## src/rtl/uart_rx_8n1.sv

```systemverilog
// 8N1 UART receiver: two-flop input synchroniser, mid-bit sampling FSM and a
// small first-word-fall-through receive FIFO drained over valid/ready.
module uart_rx_8n1 #(
  parameter int CLKS_PER_BIT = 417,
  parameter int FIFO_DEPTH   = 4
) (
  input  logic                             clk,
  input  logic                             rst,
  input  logic                             ser_in,
  output logic [7:0]                       rx_data,
  output logic                             rx_valid,
  input  logic                             rx_ready,
  output logic [$clog2(FIFO_DEPTH+1)-1:0]  rx_level,
  output logic                             frame_err,
  output logic                             overrun
);

  localparam int CW = $clog2(CLKS_PER_BIT);
  localparam int PW = $clog2(FIFO_DEPTH);
  localparam int LW = $clog2(FIFO_DEPTH + 1);

  localparam logic [CW-1:0] CNT_LAST = CW'(CLKS_PER_BIT - 1);
  localparam logic [CW-1:0] CNT_HALF = CW'(CLKS_PER_BIT / 2 - 1);
  localparam logic [LW-1:0] LVL_FULL = LW'(FIFO_DEPTH);
  localparam logic [LW-1:0] LVL_ZERO = '0;

  typedef enum logic [2:0] {
    S_IDLE,
    S_START,
    S_DATA,
    S_STOP,
    S_BREAK
  } state_t;

  logic          r_sync1;
  logic          r_sync2;
  logic          w_line;

  state_t        r_state;
  logic [CW-1:0] r_cnt;
  logic [2:0]    r_idx;
  logic [7:0]    r_shift;
  logic          r_frame_err;

  logic [7:0]    r_mem [FIFO_DEPTH];
  logic [PW-1:0] r_wr_ptr;
  logic [PW-1:0] r_rd_ptr;
  logic [LW-1:0] r_level;
  logic          r_overrun;

  logic          w_cnt_last;
  logic          w_push;
  logic          w_pop;
  logic          w_full;
  logic          w_wr;

  // Preset to idle-high so a reset never looks like a start bit.
  always_ff @(posedge clk) begin
    if (rst) begin
      r_sync1 <= 1'b1;
      r_sync2 <= 1'b1;
    end else begin
      r_sync1 <= ser_in;
      r_sync2 <= r_sync1;
    end
  end

  assign w_line     = r_sync2;
  assign w_cnt_last = (r_cnt == CNT_LAST);
  assign w_push     = (r_state == S_STOP) && w_cnt_last && w_line;

  always_ff @(posedge clk) begin
    if (rst) begin
      r_state     <= S_IDLE;
      r_cnt       <= '0;
      r_idx       <= '0;
      r_shift     <= '0;
      r_frame_err <= 1'b0;
    end else begin
      r_frame_err <= 1'b0;
      case (r_state)
        S_IDLE: begin
          r_cnt <= '0;
          if (!w_line) begin
            r_state <= S_START;
          end
        end
        S_START: begin
          if (r_cnt == CNT_HALF) begin
            r_cnt <= '0;
            r_idx <= '0;
            r_state <= w_line ? S_IDLE : S_DATA;
          end else begin
            r_cnt <= r_cnt + CW'(1);
          end
        end
        S_DATA: begin
          if (w_cnt_last) begin
            r_cnt          <= '0;
            r_shift[r_idx] <= w_line;
            r_idx          <= r_idx + 3'd1;
            if (r_idx == 3'd7) begin
              r_state <= S_STOP;
            end
          end else begin
            r_cnt <= r_cnt + CW'(1);
          end
        end
        S_STOP: begin
          if (w_cnt_last) begin
            r_cnt <= '0;
            if (w_line) begin
              r_state <= S_IDLE;
            end else begin
              r_frame_err <= 1'b1;
              r_state     <= S_BREAK;
            end
          end else begin
            r_cnt <= r_cnt + CW'(1);
          end
        end
        S_BREAK: begin
          r_cnt <= '0;
          if (w_line) begin
            r_state <= S_IDLE;
          end
        end
        default: begin
          r_state <= S_IDLE;
          r_cnt   <= '0;
        end
      endcase
    end
  end

  // A pop in the same cycle frees a slot, so a full FIFO still accepts the push.
  assign w_pop  = rx_ready && (r_level != LVL_ZERO);
  assign w_full = (r_level == LVL_FULL);
  assign w_wr   = w_push && (!w_full || w_pop);

  always_ff @(posedge clk) begin
    if (w_wr) begin
      r_mem[r_wr_ptr] <= r_shift;
    end
  end

  always_ff @(posedge clk) begin
    if (rst) begin
      r_wr_ptr  <= '0;
      r_rd_ptr  <= '0;
      r_level   <= '0;
      r_overrun <= 1'b0;
    end else begin
      r_overrun <= w_push && w_full && !w_pop;
      if (w_wr) begin
        r_wr_ptr <= r_wr_ptr + PW'(1);
      end
      if (w_pop) begin
        r_rd_ptr <= r_rd_ptr + PW'(1);
      end
      r_level <= r_level + LW'(w_wr) - LW'(w_pop);
    end
  end

  assign rx_valid  = (r_level != LVL_ZERO);
  assign rx_data   = rx_valid ? r_mem[r_rd_ptr] : 8'h00;
  assign rx_level  = r_level;
  assign frame_err = r_frame_err;
  assign overrun   = r_overrun;

endmodule

```

## config.mk

```make
export PLATFORM = sky130hd
export DESIGN_NAME = uart_rx_8n1
export DESIGN_NICKNAME = d
export VERILOG_FILES = /design/src/rtl/uart_rx_8n1.sv
export SDC_FILE = /design/constraint.sdc
export NUM_CORES = 1
export LEC_CHECK = 0
export CAP_MARGIN = 20
export CORE_MARGIN = 5
export CORE_UTILIZATION = 25
export CTS_BUF_LIST = sky130_fd_sc_hd__clkbuf_4
export CTS_CLUSTER_SIZE = 20
export DETAILED_ROUTE_END_ITERATION = 8
export GPL_ROUTABILITY_DRIVEN = 0
export PLACE_DENSITY_LB_ADDON = 0.1
export SETUP_SLACK_MARGIN = 0.2
export SYNTH_ARGS = -nofsm -noshare
export SYNTH_HDL_FRONTEND = slang
export SYNTH_SLANG_ARGS = --single-unit
```

## constraint.sdc

```tcl
create_clock -name clk -period 2.6 [get_ports clk]
set_input_delay 0.52 -clock clk [delete_from_list [all_inputs] [get_ports clk]]
set_output_delay 0.52 -clock clk [all_outputs]
set_load 0.1 [all_outputs]
```

==> metrics.txt <==
DRT Pass-1 Iters=4; CTS clk-pin slew, worst paths=0.11 ns; setup tns final=0 ns; largest family of logic cells by synthesized area=simple AND/OR/NAND/NOR gates; fin area=3790 um2; relative slew slack=0.697; Slew Viols, Final=0; MaxCap Viol Count=0; Lkg Pwr=1.45 nW; layout cells sized above 1=0.351; placed insts=407; full die area=14400 um2; period utilization=0.909; Total Power=2.76 mW; vias in the first global route=1805; #FFs+latches synth=68; port bufs=17; worst-case clock buffer depth=2; Tmin final=2.36 ns; Worst EP arrival=2.65 ns; initial antenna violation count=0; clock sink count=68; RSZ-0062 raised after global routing=true; Overflow after GRT=0; Post-Synth XOR/XNOR Area=0.0377; Final WS setup=0.238 ns; total clock buffers created by CTS=9; DRT iter0 DRCs=57; Worst Setup End Kind=register; Placement Setup Slack=-0.132 ns; outcome=finished clean; final hold vios=0; Hold Path Depth=1; Clk Tree Root Cell=clkbuf_4; final non-filler cell total=429; post-synthesis adder-cell area fraction=0.0481; CTS tree=done; Power Density=728 nW/um2; chip width=120 um; sequential area share after synthesis=0.557; largest net degree at the start of global routing=20; peak supply drop=0.302 mV; WS Path Type=register to register; all-layer global routing usage=0.0867; WL/cell=13.4 um; top achievable clock speed=0.423 GHz; hold buffers post-CTS=0; Antenna Nets Post-Route=0; die height=120 um; setup violators final=0; Rows=40; mean post-synth cell area=12.5 um2; mapped cell area=3020 um2; number of synthesis warnings=0; synthesized net count=257; # IOs=18; worst-case reg-to-reg path depth=12; critical path data required time=2.89 ns; compound-cell area share of the yosys netlist=0.0249; Mapped Cells=242; clock skew=0.0190 ns; critical path peak fanout=4; startpoint types=register; simple-gate area share of the yosys netlist=0.188; ant diodes=0; core area=11900 um2; Distinct cells, synth=45; Worst Hold Class=register to register; vias=1806; post-synthesis mux area share=0.106; vias per cell=4.21; nets=292; actual slew at the worst max-slew pin=0.454 ns; htree depth=3; worst-skew pair later-pin latency=0.40 ns; first-pass GRT wire length=9620 um; Post-Route WL=5770 um; Area Overhead vs Synth=25.5%; # DRC=0; placed cell area=3500 um2; final HPWL from detailed placement=4000 um; initial core utilization=0.254
## report_power, final
group	switching [mW]	leakage, nW	total (mW)	internal (mW)
logic	0.473	0.690	0.748	0.275
clock network	0.385	0.0907	0.788	0.403
registers	0.0541	0.667	1.22	1.17
## metrics by stage
stage	util	hold WS (ns)
2_1_floorplan	-	0.389
3_3_place_gp	0.294	0.391
3_5_place_dp	0.294	0.396
4_1_cts	0.311	0.426
5_1_grt	0.318	0.444
6_report	0.318	0.419
## path summary, 6_finish.rpt
path	from	endpoint	slack (ns)
worst max-delay path	r_cnt[0]	rx_level[1]	0.24
worst min-delay path	r_sync1	r_sync2	0.42
worst max register to register	r_cnt[0]	rx_level[1]	0.24
worst min register to register	r_sync1	r_sync2	0.42
## state kept, by name, summed over array words and instances, names as in the netlist, named ones only
register   count
rx_level       3
r_state        3
frame_err      1
r_mem         32
r_idx          3
r_shift        8
r_sync2        1
r_sync1        1
overrun        1
r_cnt          9
r_wr_ptr       2
r_rd_ptr       2
## critical path, cell delays in order (launching register included)
cell,delay [ns]
dfxtp_2,0.36
inv_2,0.04
ha_1,0.13
and4bb_2,0.27
nand2_4,0.08
nor4_4,0.26
inv_1,0.07
ha_1,0.26
inv_1,0.06
ha_2,0.15
inv_1,0.04
fa_2,0.51
nor2_1,0.04
## final cells by class
cell class,instances,area (um2)
clock buffers,10,75.1
fillers,1233,8120
clock inverters,6,87.6
multi-input cells,148,1260
well taps,147,184
flip-flops and latches,68,1690
repair buffers,40,452
inverters,10,37.5
## cell usage in the layout (no fill, tap or decap), drive strengths merged, types with 4 or more instances in the layout
cell type,instances
edfxtp,32
nor3,6
mux2i,10
mux4,8
dfxtp,36
clkbuf,10
and2,14
nand4b,4
a21oi,4
nand2b,12
nand2,8
inv,11
xor2,5
ha,10
buf,37
nor2,22
xnor2,8
nand3,9
## cells in the mapped netlist (all sizes together)
master	number	area share
nor2	22	0.027
or3	1	0.0021
mux4	8	0.060
fa	1	0.0066
ha	10	0.041
o22ai	1	0.0021
clkbuf	10	0.013
nor3b	1	0.0025
and4bb	3	0.014
or2	2	0.0041
xnor2	8	0.023
nand4	3	0.0062
nand2	8	0.0099
and3	2	0.0046
buf	6	0.012
nor2b	2	0.0041
or3b	1	0.0029
mux2i	10	0.033
nor4b	3	0.013
a31oi	1	0.0041
a21oi	4	0.0079
xor2	5	0.014
inv	10	0.012
nand4b	4	0.012
o221ai	1	0.0050
nor4	2	0.0062
mux2	3	0.014
edfxtp	32	0.32
dfxtp	36	0.24
nor3	6	0.0099
nand3	9	0.017
nand2b	12	0.025
and2	14	0.029
a211o	1	0.0058
## cells by family (layout without fill, tap and decap cells)
kind of cell | after synthesis | count (layout)
mux | 21 | 21
xor+xnor | 13 | 13
flops | 68 | 68
simple gates | 95 | 95
buf+inv | 26 | 66
fa+ha+maj | 11 | 11
compound gates | 8 | 8
## timing repair
action | 4_1_cts | 5_1_grt
endpoints found under the hold margin | 0 | 0
buffers inserted | 4 | 2
setup endpoints to repair | 9 | 42
pin swaps | 1 | 3
gates resized for setup | 2 | 23
## per-layer routing
metal,share of wire,GRT usage,up-vias
met3,0.032,0.0203,10
met1,0.48,0.113,853
li1,-,-,920
met2,0.47,0.135,23
met5,0,0,-
met4,0.020,0.0408,0
No activity file was read; power rests on OpenSTA's default activity.
==> edit (same settings) <==
Encoding of `state_t`: now one-hot (5 bits for 5 states).
--- a/src/rtl/uart_rx_8n1.sv
+++ b/src/rtl/uart_rx_8n1.sv
@@ -25,10 +25,10 @@
   localparam logic [LW-1:0] LVL_ZERO = '0;
 
-  typedef enum logic [2:0] {
-    S_IDLE,
-    S_START,
-    S_DATA,
-    S_STOP,
-    S_BREAK
+  typedef enum logic [4:0] {
+    S_IDLE  = 5'b00001,
+    S_START = 5'b00010,
+    S_DATA  = 5'b00100,
+    S_STOP  = 5'b01000,
+    S_BREAK = 5'b10000
   } state_t;
 
Check against the original RTL: no difference found for any inputs over 10 cycles, from zero or initial values and one cycle with rst high; not proved beyond that.
==> edit against the unedited design <==
Maximum frequency increased by 1.7%; first-iteration DRC count increased by 42%; via count increased by 1.9%; die area increased by 1.6%; core utilization decreased by 0.80 points; worst hold slack got worse by 0.00095 ns; setup slack improved by 0.039 ns; final area decreased by 1.7%; sequential cell count increased by 2; synthesized cell count increased by 3.3%; routed wire length decreased by 2.1%; synthesized area increased by 1.7%.
Power is not compared: it rests on default switching activity, and its combinational part moved more than twofold at a synthesized area within 25%.
==> edit: results (changes against the unedited design) <==
| Metric | Value |
|---|---|
| Worst Hold Path Cells | `1 (unchanged)` |
| Commonest cells in the netlist | `dfxtp_1, nor2_1, edfxtp_1` |
| Top cells by area, synth | `edfxtp_1, dfxtp_1, mux4_2` |
| FF-to-FF setup slack | `0.31 ns (+0.07 ns)` |
| Hold EP | `r_sync2$_SDFF_PP1_` |
| Setup crit start | `rx_ready` |
| Post-synth EDFFs | `32 (unchanged)` |
| Drt wl/cell | `13.3 um (-1.2%)` |
| Starting DRT DRC Count | `81 (+42%)` |
| Headroom to the max-slew limit | `68.5% (-1.3 points)` |
| DRT Pass-1 Iters | `4 (unchanged)` |
| Ys flop type | `dfxtp_1` |
| All-Layer GR Usage | `8.38% (-0.28 points)` |
| Share of flip-flops with an asynchronous set or reset | `0% (unchanged)` |
| Start point of the worst hold path | `r_sync1$_SDFF_PP1_` |
| Cts bufs inserted | `9 (unchanged)` |
| IO Port Bufs | `17 (unchanged)` |
| Initial antenna violation count | `0 (unchanged)` |
| Worst vdd ir | `0.285 mV` |
| Vias per inst | `4.33 (+2.9%)` |
| First-pass GRT wire length | `9490 um (-1.4%)` |
| WP data arrival | `2.64 ns (about the same)` |
| Hold WC Path Type | `reg2reg` |
| Max FO, Critical Path | `2 (-2)` |
| Final net count | `288 (-1.4%)` |
| FF-to-FF End | `rx_level[1]$_SDFF_PP0_` |
| Switching share of power | `41.6%` |
| Final Skew | `0.0102 ns (-0.00872 ns)` |
| Netlist cell types | `49 (+8.9%)` |
| Vias in the first global route | `1,823 (+1.0%)` |
| Max Root-Sink Buffers | `2 (unchanged)` |
| Worst-Skew Late Latency | `0.41 ns` |
| Critical R2R Launch | `r_cnt[0]$_SDFF_PP0_` |
| DP Wirelength | `3910 um (-2.1%)` |
| Hold Slack | `0.418 ns (-0.000951 ns)` |
| R2r worst-path depth | `11 (-1)` |
| Biggest registers after layout | `r_mem (32), r_cnt (9), r_shift (8)` |
| Antenna Cells | `0 (unchanged)` |
| Register area share after synthesis | `56.0% (+0.35 points)` |
| Outcome | `complete, no violations` |
| Share of layout cells above drive strength 1 | `28.4% (-6.7 points)` |
| Largest net degree at the start of global routing | `23 (+15%)` |
| Mapped Nets | `265 (+3.1%)` |
| Lkg Pwr | `1.34 nW` |
==> edit: final cells by class <==
cell class / count / area [um^2]
fillers: 1247 / 8290
flip-flops and latches: 70 / 1740
multi-input cells: 157 / 1300
repair buffers: 26 / 328
well taps: 147 / 184
clock buffers: 10 / 75.1
clock inverters: 6 / 70.1
inverters: 9 / 33.8
==> edit: metal layers <==
| layer | GRT usage [%] | part of all wire (%) | vias to the layer above |
|---|---|---|---|
| li1 | - | - | 933 |
| met1 | 10.4 | 49 | 880 |
| met2 | 13.6 | 47 | 20 |
| met3 | 2.80 | 2.7 | 8 |
| met4 | 2.97 | 1.3 | 0 |
| met5 | 0 | 0 | - |
==> edit: stage by stage <==
step           setup TNS [ns]  instances  utilization [%]  area, um^2  setup slack [ns]
4_1_cts                     0        422             30.6        3670             0.209
2_1_floorplan               0        250                -        3140             0.200
6_report                    0        425             31.0        3730             0.277
5_1_grt                     0        425             31.0        3730             0.196
3_3_place_gp           -0.237        406             29.3        3520            -0.129
3_5_place_dp           -0.349        406             29.3        3520            -0.186
==> edit: power groups by stage <==
stage                     clock network, W  registers (W)  logic, W
final                             0.000719        0.00128   0.00169
after global routing              0.000817        0.00130   0.00177
after CTS                         0.000766        0.00128   0.00166
after detailed placement                 0        0.00130   0.00165
after global placement                   0        0.00131   0.00166
after floorplan                          0        0.00141   0.00113
==> edit: repair_timing <==
item                       CTS  global route
hold buffers                 0             0
pin swaps                    1             5
setup endpoints to repair   10            10
resized for setup            4            13
setup buffers                0             3
==> edit: kinds of logic (layout without fill, tap and decap cells) <==
| group | after synthesis | after routing | share of synthesized area, % |
|---|---|---|---|
| AOI/OAI and AO/OA | 13 | 13 | 3.26 |
| xor gates and xnor gates | 14 | 14 | 3.99 |
| adders and majority gates | 11 | 11 | 4.72 |
| buffers and inverters | 23 | 51 | 3.54 |
| DFF | 70 | 70 | 56.0 |
| muxes | 20 | 20 | 9.81 |
| and+or+nand+nor | 99 | 99 | 18.6 |
==> edit: worst max-delay path, cell delays in order <==
cell	delay [ns]
clkdlybuf4s50_1	0.42
or4b_1	0.51
and4_4	0.20
inv_2	0.06
ha_4	0.19
inv_2	0.04
ha_2	0.16
fa_2	0.42
nor2b_4	0.13
==> edit: how the worst max path moves through the flow <==
stage	cells after the start	to	slack, ns
2_1_floorplan	9	rx_level[1]$_SDFF_PP0_	0.20
3_3_place_gp	9	rx_level[1]$_SDFF_PP0_	-0.13
3_5_place_dp	9	rx_level[1]$_SDFF_PP0_	-0.19
4_1_cts	4	rx_data[0]	0.21
5_1_grt	11	rx_level[1]$_SDFF_PP0_	0.20
6_report	9	rx_level[1]$_SDFF_PP0_	0.28
